`src/rtl/calc_pkg.sv`:
```
// -----------------------------------------------------------------------------
// calc_pkg
// Shared types for the calculator core: opcode encoding, controller states and
// the opcode width. Imported by calc_muldiv_unit and calc_core_param.
// -----------------------------------------------------------------------------
package calc_pkg;

    localparam int OPC_W = 4;

    // Codes 9..15 are undefined; the core treats them as "result 0".
    typedef enum logic [OPC_W-1:0] {
        OP_ADD = 4'd0,
        OP_SUB = 4'd1,
        OP_AND = 4'd2,
        OP_OR  = 4'd3,
        OP_XOR = 4'd4,
        OP_SHL = 4'd5,
        OP_SHR = 4'd6,
        OP_MUL = 4'd7,
        OP_DIV = 4'd8
    } opcode_e;

    typedef enum logic {
        IDLE = 1'b0,
        RUN  = 1'b1
    } state_e;

endpackage

```
`src/rtl/calc_muldiv_unit.sv`:
```
// -----------------------------------------------------------------------------
// calc_muldiv_unit
// Iterative unsigned multiplier (shift-add) / divider (restoring), one step per
// clock, WIDTH steps per operation.
//
// Ports:
//   clk, rst   clock, synchronous active-high reset
//   start_i    begin an operation (ignored while busy)
//   is_div_i   1 = divide a_i / b_i, 0 = multiply a_i * b_i
//   a_i, b_i   operands, sampled on the start edge
//   busy_o     high while steps remain
//   done_o     high in the cycle whose closing edge performs the final step
//   lo_o, hi_o value the registers take at the next edge; when done_o is high
//              this is the finished answer (product lo/hi or quotient/remainder)
// -----------------------------------------------------------------------------
module calc_muldiv_unit #(
    parameter int WIDTH = 8
) (
    input  logic             clk,
    input  logic             rst,
    input  logic             start_i,
    input  logic             is_div_i,
    input  logic [WIDTH-1:0] a_i,
    input  logic [WIDTH-1:0] b_i,
    output logic             busy_o,
    output logic             done_o,
    output logic [WIDTH-1:0] lo_o,
    output logic [WIDTH-1:0] hi_o
);

    localparam int CNT_W = $clog2(WIDTH) + 1;
    localparam logic [CNT_W-1:0] LAST_STEP = CNT_W'(WIDTH - 1);

    logic             busy_q;
    logic             is_div_q;
    logic [CNT_W-1:0] cnt_q;
    logic [WIDTH-1:0] b_q;
    // lo_q: multiplier bits being consumed (MUL) or dividend/quotient (DIV).
    // hi_q: partial product high half (MUL) or partial remainder (DIV).
    logic [WIDTH-1:0] lo_q, lo_d;
    logic [WIDTH-1:0] hi_q, hi_d;

    logic [WIDTH:0]   sum;
    logic [WIDTH:0]   shifted;
    logic             ge;

    always_comb begin
        // MUL: conditionally add the multiplicand, then shift {sum, lo} right.
        sum     = {1'b0, hi_q} + (lo_q[0] ? {1'b0, b_q} : '0);
        // DIV: bring down the next dividend bit and trial-subtract the divisor.
        shifted = {hi_q, lo_q[WIDTH-1]};
        ge      = (shifted >= {1'b0, b_q});
        if (is_div_q) begin
            hi_d = ge ? (shifted[WIDTH-1:0] - b_q) : shifted[WIDTH-1:0];
            lo_d = {lo_q[WIDTH-2:0], ge};
        end else begin
            hi_d = sum[WIDTH:1];
            lo_d = {sum[0], lo_q[WIDTH-1:1]};
        end
    end

    // NOTE: clocked state uses non-blocking assignments so every register
    // samples the pre-edge values regardless of statement order.
    always_ff @(posedge clk) begin
        if (rst) begin
            busy_q   <= 1'b0;
            is_div_q <= 1'b0;
            cnt_q    <= '0;
            b_q      <= '0;
            lo_q     <= '0;
            hi_q     <= '0;
        end else if (start_i && !busy_q) begin
            busy_q   <= 1'b1;
            is_div_q <= is_div_i;
            cnt_q    <= '0;
            b_q      <= b_i;
            lo_q     <= a_i;
            hi_q     <= '0;
        end else if (busy_q) begin
            lo_q  <= lo_d;
            hi_q  <= hi_d;
            cnt_q <= cnt_q + 1'b1;
            if (cnt_q == LAST_STEP) begin
                busy_q <= 1'b0;
            end
        end
    end

    assign busy_o = busy_q;
    assign done_o = busy_q && (cnt_q == LAST_STEP);
    assign lo_o   = lo_d;
    assign hi_o   = hi_d;

endmodule

```
`src/rtl/calc_core_param.sv`:
```
// -----------------------------------------------------------------------------
// calc_core_param
// Calculator core: operand A/B and opcode registers, single-cycle ALU for
// ADD/SUB/AND/OR/XOR/SHL/SHR (and DIV by zero), iterative MUL/DIV through
// calc_muldiv_unit, registered result/result_hi and flags.
//
// Ports:
//   clk, rst                 clock, synchronous active-high reset
//   user_input               operand data for load_a / load_b
//   load_a, load_b           load A / B from user_input (idle only)
//   load_a_from_result       A <= result (idle only, load_a wins)
//   user_opcode, load_opcode opcode register load (idle only)
//   execute                  start the operation held in the registers
//   busy                     multi-cycle operation in progress
//   done                     one-cycle pulse when result/flags update
//   result, result_hi        low half; high half of product or remainder
//   zero/carry/overflow/div_zero_flag   status of the last completed op
// -----------------------------------------------------------------------------
module calc_core_param
    import calc_pkg::*;
#(
    parameter int WIDTH = 8
) (
    input  logic             clk,
    input  logic             rst,
    input  logic [WIDTH-1:0] user_input,
    input  logic             load_a,
    input  logic             load_b,
    input  logic             load_a_from_result,
    input  logic [OPC_W-1:0] user_opcode,
    input  logic             load_opcode,
    input  logic             execute,
    output logic             busy,
    output logic             done,
    output logic [WIDTH-1:0] result,
    output logic [WIDTH-1:0] result_hi,
    output logic             zero_flag,
    output logic             carry_flag,
    output logic             overflow_flag,
    output logic             div_zero_flag
);

    localparam int SH_W = $clog2(WIDTH);

    state_e           state_q;
    opcode_e          opcode_q;
    logic [WIDTH-1:0] a_q, b_q;
    logic [WIDTH-1:0] result_q, result_hi_q;
    logic             zero_q, carry_q, ovf_q, dz_q, done_q;

    logic [WIDTH-1:0] alu_res, alu_hi;
    logic             alu_c, alu_v, alu_dz;
    logic [WIDTH:0]   add_w, sub_w, shl_w, shr_w;
    logic [SH_W-1:0]  shamt;

    logic             start_multi, mdu_start, mdu_busy, mdu_done;
    logic [WIDTH-1:0] mdu_lo, mdu_hi;

    // DIV by zero resolves in one cycle, so only a real divide goes iterative.
    assign start_multi = (opcode_q == OP_MUL) || ((opcode_q == OP_DIV) && (b_q != '0));
    assign mdu_start   = (state_q == IDLE) && execute && start_multi;

    // NOTE: every always_comb output gets a default first so no path can
    // leave it unassigned and infer a latch.
    always_comb begin
        alu_res = '0;
        alu_hi  = '0;
        alu_c   = 1'b0;
        alu_v   = 1'b0;
        alu_dz  = 1'b0;
        shamt   = SH_W'(32'(b_q) % 32'(WIDTH));
        add_w   = {1'b0, a_q} + {1'b0, b_q};
        sub_w   = {1'b0, a_q} - {1'b0, b_q};
        // One spare bit on the far side of each shift catches the last bit
        // shifted out; it stays 0 for a zero shift amount.
        shl_w   = {1'b0, a_q} << shamt;
        shr_w   = {a_q, 1'b0} >> shamt;
        case (opcode_q)
            OP_ADD: begin
                alu_res = add_w[WIDTH-1:0];
                alu_c   = add_w[WIDTH];
                alu_v   = (a_q[WIDTH-1] == b_q[WIDTH-1]) && (add_w[WIDTH-1] != a_q[WIDTH-1]);
            end
            OP_SUB: begin
                alu_res = sub_w[WIDTH-1:0];
                alu_c   = sub_w[WIDTH];
                alu_v   = (a_q[WIDTH-1] != b_q[WIDTH-1]) && (sub_w[WIDTH-1] != a_q[WIDTH-1]);
            end
            OP_AND: alu_res = a_q & b_q;
            OP_OR:  alu_res = a_q | b_q;
            OP_XOR: alu_res = a_q ^ b_q;
            OP_SHL: begin
                alu_res = shl_w[WIDTH-1:0];
                alu_c   = shl_w[WIDTH];
            end
            OP_SHR: begin
                alu_res = shr_w[WIDTH:1];
                alu_c   = shr_w[0];
            end
            OP_DIV: begin
                alu_res = '1;
                alu_hi  = a_q;
                alu_dz  = 1'b1;
            end
            default: ;
        endcase
    end

    calc_muldiv_unit #(.WIDTH(WIDTH)) u_muldiv (
        .clk      (clk),
        .rst      (rst),
        .start_i  (mdu_start),
        .is_div_i (opcode_q == OP_DIV),
        .a_i      (a_q),
        .b_i      (b_q),
        .busy_o   (mdu_busy),
        .done_o   (mdu_done),
        .lo_o     (mdu_lo),
        .hi_o     (mdu_hi)
    );

    always_ff @(posedge clk) begin
        if (rst) begin
            state_q     <= IDLE;
            opcode_q    <= OP_ADD;
            a_q         <= '0;
            b_q         <= '0;
            result_q    <= '0;
            result_hi_q <= '0;
            zero_q      <= 1'b0;
            carry_q     <= 1'b0;
            ovf_q       <= 1'b0;
            dz_q        <= 1'b0;
            done_q      <= 1'b0;
        end else begin
            done_q <= 1'b0;
            case (state_q)
                IDLE: begin
                    if (load_a) begin
                        a_q <= user_input;
                    end else if (load_a_from_result) begin
                        a_q <= result_q;
                    end
                    if (load_b)      b_q      <= user_input;
                    if (load_opcode) opcode_q <= opcode_e'(user_opcode);
                    if (execute) begin
                        if (start_multi) begin
                            state_q <= RUN;
                        end else begin
                            result_q    <= alu_res;
                            result_hi_q <= alu_hi;
                            zero_q      <= (alu_res == '0);
                            carry_q     <= alu_c;
                            ovf_q       <= alu_v;
                            dz_q        <= alu_dz;
                            done_q      <= 1'b1;
                        end
                    end
                end
                RUN: begin
                    if (mdu_done) begin
                        result_q    <= mdu_lo;
                        result_hi_q <= mdu_hi;
                        zero_q      <= (mdu_lo == '0);
                        carry_q     <= 1'b0;
                        ovf_q       <= (opcode_q == OP_MUL) && (mdu_hi != '0);
                        dz_q        <= 1'b0;
                        done_q      <= 1'b1;
                        state_q     <= IDLE;
                    end
                end
            endcase
        end
    end

    assign busy          = mdu_busy;
    assign done          = done_q;
    assign result        = result_q;
    assign result_hi     = result_hi_q;
    assign zero_flag     = zero_q;
    assign carry_flag    = carry_q;
    assign overflow_flag = ovf_q;
    assign div_zero_flag = dz_q;

endmodule

```
`config.mk`:
```
export PLATFORM = sky130hd
export DESIGN_NAME = calc_core_param
export DESIGN_NICKNAME = d
export VERILOG_FILES = /design/src/rtl/calc_pkg.sv /design/src/rtl/calc_muldiv_unit.sv /design/src/rtl/calc_core_param.sv
export SDC_FILE = /design/constraint.sdc
export NUM_CORES = 1
export LEC_CHECK = 0
export BUFFER_PORTS_ARGS = -buffer_cell sky130_fd_sc_hd__buf_2
export CAP_MARGIN = 20
export CELL_PAD_IN_SITES_DETAIL_PLACEMENT = 1
export CELL_PAD_IN_SITES_GLOBAL_PLACEMENT = 2
export CORE_ASPECT_RATIO = 1.4
export CORE_MARGIN = 5
export CORE_UTILIZATION = 34
export CTS_BUF_LIST = sky130_fd_sc_hd__clkbuf_4 sky130_fd_sc_hd__clkbuf_8
export CTS_CLUSTER_DIAMETER = 50
export DETAILED_ROUTE_END_ITERATION = 8
export PLACE_DENSITY = 0.88
export RECOVER_POWER = 100
export SLEW_MARGIN = 15
export SYNTH_ARGS = -nofsm -noshare
export SYNTH_HDL_FRONTEND = slang
export SYNTH_SLANG_ARGS = --single-unit
export TNS_END_PERCENT = 100
```
`constraint.sdc`:
```
create_clock -name clk -period 2.8 [get_ports clk]
set_clock_uncertainty 0.15 [all_clocks]
set_input_delay 0.14 -clock clk [delete_from_list [all_inputs] [get_ports clk]]
set_output_delay 0.14 -clock clk [all_outputs]
set_load 0.01 [all_outputs]
```
==> summary.md, run 1 <==
| Metric | Value |
|---|---|
| GRT Total Usage | 22.8% |
| Number of synthesized flops with an enable pin | 0 |
| Syn_area_per_cell | between 7 and 8 um^2 |
| Synth Area in Simple Gates | between 20% and 30% |
| Overflow after GRT | 0 |
| Via density | roughly 5.7 |
| Synth warn | 0 |
| Worst Setup End Kind | flip-flop |
| Final WL | about 24000 um |
| RSZ-0062 raised after global routing | true |
| Initial core utilization | around 35% |
| Worst EP arrival | approximately 2.9 ns |
| Die ar. | 20400 um^2 |
| Max Root-Sink Buffers | 2 |
| Internal | ~2.1 mW |
| Top cells by area, synth | dfxtp_1 24%, ha_1 9.0%, mux2i_1 8.2%, nor2_1 6.3%, a211oi_1 4.1% |
| Actual slew at the worst max-slew pin | around 1.1 ns |
| Final Wtd Congestion | roughly 0.93 |
| Die H | approximately 170 um |
| Total power | about 3.2 mW |
| Drt drc | 0 |
| Util after Layout | a little over two fifths |
| Post-Syn Instances | 750 |
| Area share of the largest cell type after synthesis | around a quarter |
| TritonCTS clock tree | done |
| Sequential Power Share | 35.9% |
| Fin crit period | approximately 2.8 ns |
| Switching Share | around a third |
| Ys flop type | dfxtp_1 |
| Peak Freq | 0.356 GHz |
| CP Launch Type | flip-flop |
| NetSw | between 1 and 1.5 mW |
| Sequential area share after synthesis | between 20% and 30% |
| Layout Nets | 919 |
| Logic pwr share | between 30% and 40% |
| Max rail drop VDD | 0.361 mV |
| Max-capacitance violation count | 0 |
| Compound-Gate Fraction of Synth Area | approximately a quarter |
| Pins Over Slew Limit | 0 |
| Vias in the first global route | around 6600 |
| Antenna violations before repair | 0 |
| Worst skew pair latency | between 0.3 and 0.4 ns |
| DR iter-0 viols | approximately 390 |
| Outcome | complete, but fails checks |
| WL/cell | 21.5 um |
| Largest net degree at the start of global routing | 36 |
| Die Width | between 100 and 150 um |
| CTS root buf | clkbuf_8 |
| Tcrit/Tclk final | 100% |
| CP Class | reg2reg |
| Cell Area, Synth | approximately 6000 um^2 |
| Ports | a little over 40 |
| Layout cells sized above 1 | around a quarter |
| Asr flop ratio synth | 0% |
| Area growth syn-to-layout | 26.2% |
| Failing checks | setup timing |
| PwrDens | 422 nW/um^2 |
| Sink Count | slightly above 70 |
| Number of H-tree levels | 3 |
| Routed vias | about 6300 |
| Detailed-router iteration count before antenna repair | 5 |
| Crit-path max FO | 19 |
| Synth unique cells | 84 |
| Reg clk slew, reported paths | ~0.10 ns |
| Post-synthesis mux area share | between 10% and 20% |
| Lkg Pwr | just over 3 nW |
| Yosys reg bits | 72 |
| Largest family of logic cells by synthesized area | compound AO/OA/AOI/OAI gates |
| Clock share of power | around a third |
| Final WS setup | -0.0103 ns |
| Synth area leader | dfxtp_1 |
| HPWL after DPL | 18100 um |
| Hold Crit Class | in2reg |
| CTS buffer count | 9 |
| Slew headroom | approximately a quarter |
| Fin. Hold Viols | 0 |
| CP required | between 2 and 3 ns |
| Core Region | 17300 um^2 |
| Number of nets with antenna violations after routing | 0 |
| Row Count | 57 |
| Post-Place Worst Slack | -0.147 ns |
| First-pass GRT wire length | approximately 36000 um |
| Synth Area in Adders | about 10% |
| IO buf count | 40 |
| Setup-failing EPs final | 2 |
| Syn Nets | 816 |
| Xor and xnor area share after synthesis | 1.61% |
per-stage QoR:
stage / TNS [ns] / hold slack [ns] / instances / area [um^2]
floorplan: 0 / 0.129 / 750 / 6010
global placement: -0.139 / 0.225 / 1059 / 6920
detailed placement: -0.147 / 0.237 / 1059 / 6920
CTS: -0.00989 / 0.0568 / 1091 / 7390
global route: -0.329 / 0.0842 / 1094 / 7560
finish: -0.0115 / 0.0704 / 1095 / 7560
power groups by stage:
| stage | sequential, mW | clock [mW] | combinational (mW) |
|---|---|---|---|
| 3_3_place_gp | 1.16 | 0 | 0.913 |
| 6_report | 1.15 | 1.04 | 1.01 |
| 2_1_floorplan | 1.15 | 0 | 0.562 |
| 3_5_place_dp | 1.16 | 0 | 0.928 |
| 4_1_cts | 1.14 | 1.05 | 0.967 |
| 5_1_grt | 1.15 | 1.10 | 1.08 |
cell type report:
cell class | count | area (um^2)
tap | 236 | 295
timing repair buffer | 151 | 1040
clock buffer | 9 | 124
antenna | 1 | 2.50
clock inverter | 7 | 120
sequential | 72 | 1460
multi-input combinational | 583 | 4380
inverter | 36 | 135
fill | 2089 | 9770
cells in the final DEF, fill, tap and decap left out, types with 4 or more instances in the layout:
cell type,count
a2111oi_0,5
a211oi_1,33
a21o_1,6
a21oi_1,41
a221oi_1,6
a22oi_1,5
a31oi_1,5
and2_1,15
buf_2,19
buf_4,89
clkbuf_1,24
clkbuf_8,9
dfxtp_1,58
dfxtp_2,14
dlygate4sd3_1,13
fa_1,4
ha_1,34
ha_4,7
inv_1,30
inv_2,5
mux2i_1,48
mux4_2,6
nand2_1,52
nand2b_1,7
nand3_1,5
nand3b_1,5
nand4_1,6
nor2_1,100
nor2b_1,7
nor3_1,14
nor4_1,4
o211ai_1,14
o21a_1,5
o21ai_0,26
o21ai_1,6
o22ai_1,4
or4_1,6
xnor2_1,7
xor2_1,4
repair_timing:
action / CTS / global route
hold buffers: 13 / 0
endpoints found under the hold margin: 16 / 0
gates resized for setup: 12 / 50
setup buffers: 3 / 3
pin swaps: 11 / 20
setup endpoints to repair: 2 / 12
cell usage after synthesis (6+ instances only):
cell        n
a211oi_1   33
and2_1     16
or4_1       6
nand2_1    52
o211ai_1   14
a221oi_1    7
o21ai_0    29
a31oi_1     7
a21o_1      6
inv_1      33
nand3_1     6
dfxtp_1    72
ha_1       43
mux2i_1    49
xnor2_1     7
clkbuf_1   40
nor2_1    100
a22oi_1     6
nor3_1     15
nand2b_1    7
buf_2      13
nor2b_1     9
mux4_2      6
a21oi_1    44
final timing paths:
path,slack [ns],end,depth (start not counted),from
max reg2reg,-0.01,result_hi[1],8,b_q[0]
min,0.07,opcode_q[1],2,rst
min reg2reg,0.32,result[3],2,result[3]
max,-0.01,result_hi[1],8,b_q[0]
logic make-up after synthesis:
group                    after synthesis
buffers and inverters                 95
AND/OR/NAND/NOR                      261
flip-flops                            72
adder cells (fa/ha/maj)               47
XOR/XNOR                              11
AO/OA/AOI/OAI                        209
multiplexers                          55
sequential cells by signal, summed over array words and instances (netlist names), 4 cells and up:
signal          flops
a_q                 8
b_q                 8
opcode_q            4
result              8
result_hi           8
u_muldiv.b_q        8
u_muldiv.cnt_q      4
u_muldiv.hi_q       8
u_muldiv.lo_q       8
worst max-delay path: stages (launching register included):
cell      delay [ns]
dfxtp_1         0.35
buf_6           0.18
or4_1           0.52
o21ai_1         0.21
nand4_1         0.31
and2_4          0.33
buf_4           0.18
a221oi_1        0.36
nor3_1          0.09
layer usage:
metal	global-route usage (%)	part of all wire, %	up-vias
met5	0	0	-
met1	24.2	37	3065
met3	2.68	3.1	91
li1	-	-	2946
met2	41.9	53	185
met4	14.0	6.9	0
Power figures use the tool's default switching activity.
==> inputs of run 2 (changes only) <==
--- a/config.mk
+++ b/config.mk
@@ -12,7 +12,6 @@
 export CORE_ASPECT_RATIO = 1.4
 export CORE_MARGIN = 5
 export CORE_UTILIZATION = 34
-export CTS_BUF_LIST = sky130_fd_sc_hd__clkbuf_4 sky130_fd_sc_hd__clkbuf_8
 export CTS_CLUSTER_DIAMETER = 50
 export DETAILED_ROUTE_END_ITERATION = 8
 export PLACE_DENSITY = 0.88
==> run 2 against run 1 <==
The run still ends with setup timing left. Routed wire length is 0.69% higher. Sequential power hardly changed. Clock-buffer cell count stayed put. Clock power is 31% higher. Setup slack worse by 0.017 ns. Via count is 0.75% higher. Sequential share of layout area is 0.40 points lower. Combinational power hardly changed. Worst hold slack worse by 0.065 ns. Final cell count is 0.18% lower. Critical path depth is 1 lower. Largest cell class unchanged. Largest power group is now clock. Highest routed layer unchanged.
==> summary.md, run 2 (synthesis results as in run 1) <==
| Metric | Value |
|---|---|
| RSZ-0062 raised after global routing | true |
| Final WS setup | -0.0276 ns (-0.0172 ns) |
| Util after Layout | 44.4% (+0.80 points) |
| DR iter-0 viols | 433 (+11%) |
| PwrDens | 455 nW/um^2 (+7.8%) |
| Ports | 41 (unchanged) |
| Final Wtd Congestion | 0.933 (unchanged) |
| Final WL | 23700 um (+0.69%) |
| Routed vias | 6334 (+0.75%) |
| Largest net degree at the start of global routing | 36 (unchanged) |
| Max rail drop VDD | 0.315 mV (-13%) |
| Detailed-router iteration count before antenna repair | 4 (-1) |
| WL/cell | 21.7 um (+0.88%) |
| Vias in the first global route | 6681 (+0.56%) |
| CTS buffer count | 9 (unchanged) |
| Antenna fix cells | 0 (-1) |
| CP required | 2.92 ns (+0.03 ns) |
| Worst r2r path cells | 7 (-1) |
| Peak Freq | 0.354 GHz (-0.61%) |
| Dpl cell area | 6920 um^2 (unchanged) |
| Row Count | 57 (unchanged) |
| Layout cells sized above 1 | 23.8% (-0.44 points) |
| Worst Setup End Kind | flip-flop |
| Core Region | 17300 um^2 (unchanged) |
| Die H | 167 um (unchanged) |
| Overflow after GRT | 0 (unchanged) |
| Sink Count | 72 (unchanged) |
| IO buf count | 40 (unchanged) |
| Fin. Hold Viols | 0 (unchanged) |
| Lkg Pwr | 3.09 nW (+1.1%) |
| Setup-failing EPs final | 1 (-1) |
| Fin crit period | 2.83 ns (+0.0172 ns) |
| Most frequent cells in the layout | 100 x nor2_1, 87 x buf_4, 63 x dfxtp_1 |
| Via density | 5.80 (+0.93%) |
| Pins Over Slew Limit | 0 (unchanged) |
| Antenna violations before repair | 0 (unchanged) |
| Crit-path max FO | 13 (-6) |
| TritonCTS clock tree | done |
| Initial core utilization | 34.6% (unchanged) |
| Hold Crit Class | in2reg |
| Area growth syn-to-layout | 28.5% |
| CP Class | reg2reg |
| Outcome | complete, but fails checks |
| Reg clk slew, reported paths | 0.07 ns (-0.03 ns) |
| Hold_ws | 0.00499 ns (-0.0654 ns) |
| Tcrit/Tclk final | 101% (+0.62 points) |
| Sum Neg Setup Slack | -0.0276 ns (-0.0160 ns) |
| Failing checks | setup timing |
| Layout Nets | 918 (-0.11%) |
| Actual slew at the worst max-slew pin | 1.06 ns (-0.0405 ns) |
| First-pass GRT wire length | 36400 um (+0.49%) |
| Drt drc | 0 (unchanged) |
| Die ar. | 20400 um^2 (unchanged) |
| GRT Total Usage | 22.9% (+0.12 points) |
| CTS root buf | clkbuf_16 |
| Worst EP arrival | 2.95 ns (+0.05 ns) |
| Number of nets with antenna violations after routing | 0 (unchanged) |
| Max-capacitance violation count | 0 (unchanged) |
| Final Cell Area | 7700 um^2 (+1.8%) |
| Number of H-tree levels | 3 (unchanged) |
| Max Root-Sink Buffers | 2 (unchanged) |
| Commonest non-fill, non-tap cell in the layout | nor2_1 |
| Die Width | 122 um (unchanged) |
| Worst skew pair latency | 0.35 ns (-0.02 ns) |
| HPWL after DPL | 18100 um (unchanged) |
| CP Launch Type | flip-flop |
| Slew headroom | 28.7% (+2.7 points) |
| Total power | 3.51 mW (+9.8%) |
| Hold Crit Depth | 3 (+1) |
[run 2: cell type report]
class	instances	area (um^2)
sequential	72	1460
timing repair buffer	150	1030
tap	236	295
fill	2075	9630
clock buffer	9	225
multi-input combinational	583	4440
inverter	36	135
clock inverter	7	120
[run 2: power breakdown]
part	internal, mW	switching, mW	leakage, nW	total, mW
registers	1.08	0.0631	0.592	1.14
clock network	0.872	0.487	0.166	1.36
logic	0.417	0.585	2.33	1.00
total	2.37	1.14	3.09	3.51
[run 2: final timing paths]
kind	slack, ns	to	from
min reg2reg	0.32	result[2]	result[2]
max reg2reg	-0.03	result[4]	opcode_q[3]
max	-0.03	result[4]	opcode_q[3]
min	0.005	state_q	execute
[run 2: per-layer routing]
metal  vias to the layer above  global-route usage [%]  part of all wire (%)
met1                      3100                    24.4                    37
li1                       2937                       -                     -
met5                         -                       0                     0
met3                        96                    2.71                   3.4
met2                       201                    42.0                    53
met4                         0                    14.2                   6.6
[run 2: per-stage QoR]
step	setup slack [ns]	cells
floorplan	0.0418	750
global placement	-0.139	1059
detailed placement	-0.147	1059
CTS	0.00804	1092
global route	-0.0718	1093
finish	-0.0276	1093
[run 2: what timing repair did]
item / in CTS / in global routing
resized for setup: 12 / 51
hold buffers: 12 / 0
cloned: 0 / 0
hold endpoints to repair: 12 / 0
buffers inserted: 5 / 1
pin swaps: 11 / 18
endpoints found under the setup margin: 2 / 15
[run 2: critical path, stage by stage, from the launching register on]
cell and delay (ns):
dfxtp_1 0.47, clkbuf_2 0.28, nor4_1 0.93, a22oi_1 0.22, nor2_1 0.15, a2111o_1 0.21, o211ai_1 0.13, a21oi_1 0.21
==> inputs of run 3 (changes only) <==
--- a/config.mk
+++ b/config.mk
@@ -16,6 +16,7 @@
 export DETAILED_ROUTE_END_ITERATION = 8
 export PLACE_DENSITY = 0.88
 export RECOVER_POWER = 100
+export SETUP_SLACK_MARGIN = 0.5
 export SLEW_MARGIN = 15
 export SYNTH_ARGS = -nofsm -noshare
 export SYNTH_HDL_FRONTEND = slang
==> run 3 against run 2 <==
The flow still finishes with violations (setup timing). Die area unchanged. Combinational power increased by 31%. Clock power decreased by 16%. Critical path type unchanged. Largest power group is now combinational cells. Fmax decreased by 0.57%.
==> summary.md, run 3 (synthesis results as in run 1) <==
| Metric | Value |
|---|---|
| Non-filler instance count after layout | 1139 (+4.2%) |
| Crit-path max FO | 6 (-7) |
| Number of nets with antenna violations after routing | 0 (unchanged) |
| Antenna violations before repair | 0 (unchanged) |
| Ports | 41 (unchanged) |
| FF-to-FF setup slack | -0.04 ns (-0.02 ns) |
| Max rail drop VDD | 0.298 mV (-5.3%) |
| Drt drc | 0 (unchanged) |
| Worst skew pair latency | 0.35 ns (about the same) |
| DR iter-0 viols | 371 (-14%) |
| Initial core utilization | 34.6% (unchanged) |
| Setup-failing EPs final | 1 (unchanged) |
| WL/cell | 26.2 um (+21%) |
| Final Cell Area | 8820 um^2 (+15%) |
| Tcrit/Tclk final | 102% (+0.57 points) |
| Via density | 6.14 (+5.9%) |
| Util after Layout | 50.9% (+6.4 points) |
| CP cell instances | ha_4 -> a21o_1 -> a2111o_1 -> o2111a_1 -> a311oi_2 -> nand2_1 -> nor4_2 -> o21ai_1 |
| Outcome | complete, but fails checks |
| Commonest non-fill, non-tap cell in the layout | buf_4 |
| Cell family with most CP delay | compound AO/OA/AOI/OAI gates |
| Lkg Pwr | 3.40 nW (+10%) |
| Pins Over Slew Limit | 0 (unchanged) |
| # fillers | 1990 (-4.1%) |
| Slew headroom | 13.9% (-15 points) |
| R2R Path End | overflow_flag |
| Overflow after GRT | 0 (unchanged) |
| Dpl cell area | 7010 um^2 (+1.2%) |
| IO buf count | 40 (unchanged) |
| Die Width | 122 um (unchanged) |
| Core Region | 17300 um^2 (unchanged) |
| CP required | 2.86 ns (-0.06 ns) |
| Hold_sp | execute |
| Post-Place Worst Slack | -0.0704 ns (+0.0764 ns) |
| Final Wtd Congestion | 0.937 (+0.42%) |
| Hold Crit Depth | 3 (unchanged) |
| Fin crit period | 2.84 ns (+0.0161 ns) |
| Area growth syn-to-layout | 47.1% |
| TritonCTS clock tree | done |
| CP Class | reg2reg |
| Register area | 1480 um^2 (+1.9%) |
| First-pass GRT wire length | 40800 um (+12%) |
| Most frequent cells in the layout | 93 x buf_4, 86 x nor2_1, 51 x dfxtp_1 |
| Buf+Inv Stages, Crit Path | 0 (-1) |
| Dpl cells | 1045 (-1.3%) |
| Multi-input logic area | 5100 um^2 (+15%) |
| Failing checks | setup timing |
| Routed vias | 6990 (+10%) |
| PwrDens | 409 nW/um^2 (-10%) |
| Critical path's slowest cell | a2111o_1 |
| Peak Freq | 0.352 GHz (-0.57%) |
| Row Count | 57 (unchanged) |
| Final WS setup | -0.0436 ns (-0.0161 ns) |
| Crit Reg-Reg Startpoint | u_muldiv.hi_q[5] |
| HPWL after DPL | 19200 um (+6.1%) |
| CP Launch Type | flip-flop |
| Sink Count | 72 (unchanged) |
| Max Root-Sink Buffers | 2 (unchanged) |
| Worst Setup End Kind | flip-flop |
| Max-capacitance violation count | 0 (unchanged) |
| Worst EP arrival | 2.91 ns (-0.04 ns) |
| Largest net degree at the start of global routing | 36 (unchanged) |
| Worst r2r path cells | 8 (+1) |
| Antenna fix cells | 0 (unchanged) |
| Layout Nets | 964 (+5.0%) |
| Hold Crit Class | in2reg |
| Die H | 167 um (unchanged) |
| Critical path depth | 8 (+1) |
| Detailed-router iteration count before antenna repair | 5 (+1) |
| Number of H-tree levels | 3 (unchanged) |
| GRT Total Usage | 25.9% (+3.0 points) |
| Layout cells sized above 1 | 39.4% (+16 points) |
| Vias in the first global route | 7188 (+7.6%) |
| CTS root buf | clkbuf_16 |
| Max stage delay on crit path | 0.55 ns (-0.38 ns) |
| Fin. Hold Viols | 0 (unchanged) |
| Min-Delay Endpoint | state_q |
| Die ar. | 20400 um^2 (unchanged) |
| Hold_ws | 0.0640 ns (+0.0590 ns) |
| RSZ-0062 raised after global routing | true |
| Final WL | 29800 um (+26%) |
| Actual slew at the worst max-slew pin | 1.29 ns (+0.227 ns) |
| Reg clk slew, reported paths | 0.07 ns (about the same) |
| CTS buffer count | 9 (unchanged) |
## run 3: stage by stage
stage	TNS (ns)	total power [mW]
6_report	-0.0436	3.61
5_1_grt	-0.344	3.72
4_1_cts	0	3.43
3_5_place_dp	-0.0704	2.11
3_3_place_gp	-0.0726	2.09
2_1_floorplan	0	1.74
## run 3: how the worst max path moves through the flow
stage	slack (ns)	to	from
floorplan	0.33	result[7]	b_q[1]
global placement	-0.07	zero_flag	a_q[5]
detailed placement	-0.07	zero_flag	a_q[0]
CTS	0.12	overflow_flag	u_muldiv.hi_q[5]
global route	-0.10	overflow_flag	u_muldiv.b_q[6]
finish	-0.04	overflow_flag	u_muldiv.hi_q[5]
## run 3: cell type report
type	count	share of cell area [%]
clock buffer	11	2.75
sequential	72	16.8
clock inverter	5	0.468
timing repair buffer	196	17.1
tap	236	3.35
multi-input combinational	583	57.9
inverter	36	1.66
## run 3: where the power goes
part / leakage (nW) / internal, mW / switching, mW / total, mW
Clock: 0.132 / 0.631 / 0.510 / 1.14
Sequential: 0.599 / 1.08 / 0.0782 / 1.16
Combinational: 2.67 / 0.557 / 0.749 / 1.31
Total: 3.40 / 2.27 / 1.34 / 3.61
## run 3: what timing repair did
action | CTS | global route
hold endpoints to repair | 12 | 0
resized for setup | 128 | 130
cloned | 3 | 0
setup endpoints to repair | 49 | 50
hold buffers | 12 | 0
buffers inserted | 42 | 21
pin swaps | 57 | 68
## run 3: routing by layer
layer	GRT usage (%)	vias to the layer above	routed length, um
met1	27.3	3478	10500
met3	3.77	160	1460
met5	0	-	0
li1	-	3038	-
met4	16.3	0	2260
met2	47.3	314	15600
## run 3: worst register-to-register path: stages (launching register included)
cell      delay (ns)
dfxtp_4         0.36
ha_4            0.25
a21o_1          0.21
a2111o_1        0.55
o2111a_1        0.32
a311oi_2        0.29
nand2_1         0.13
nor4_2          0.30
o21ai_1         0.14
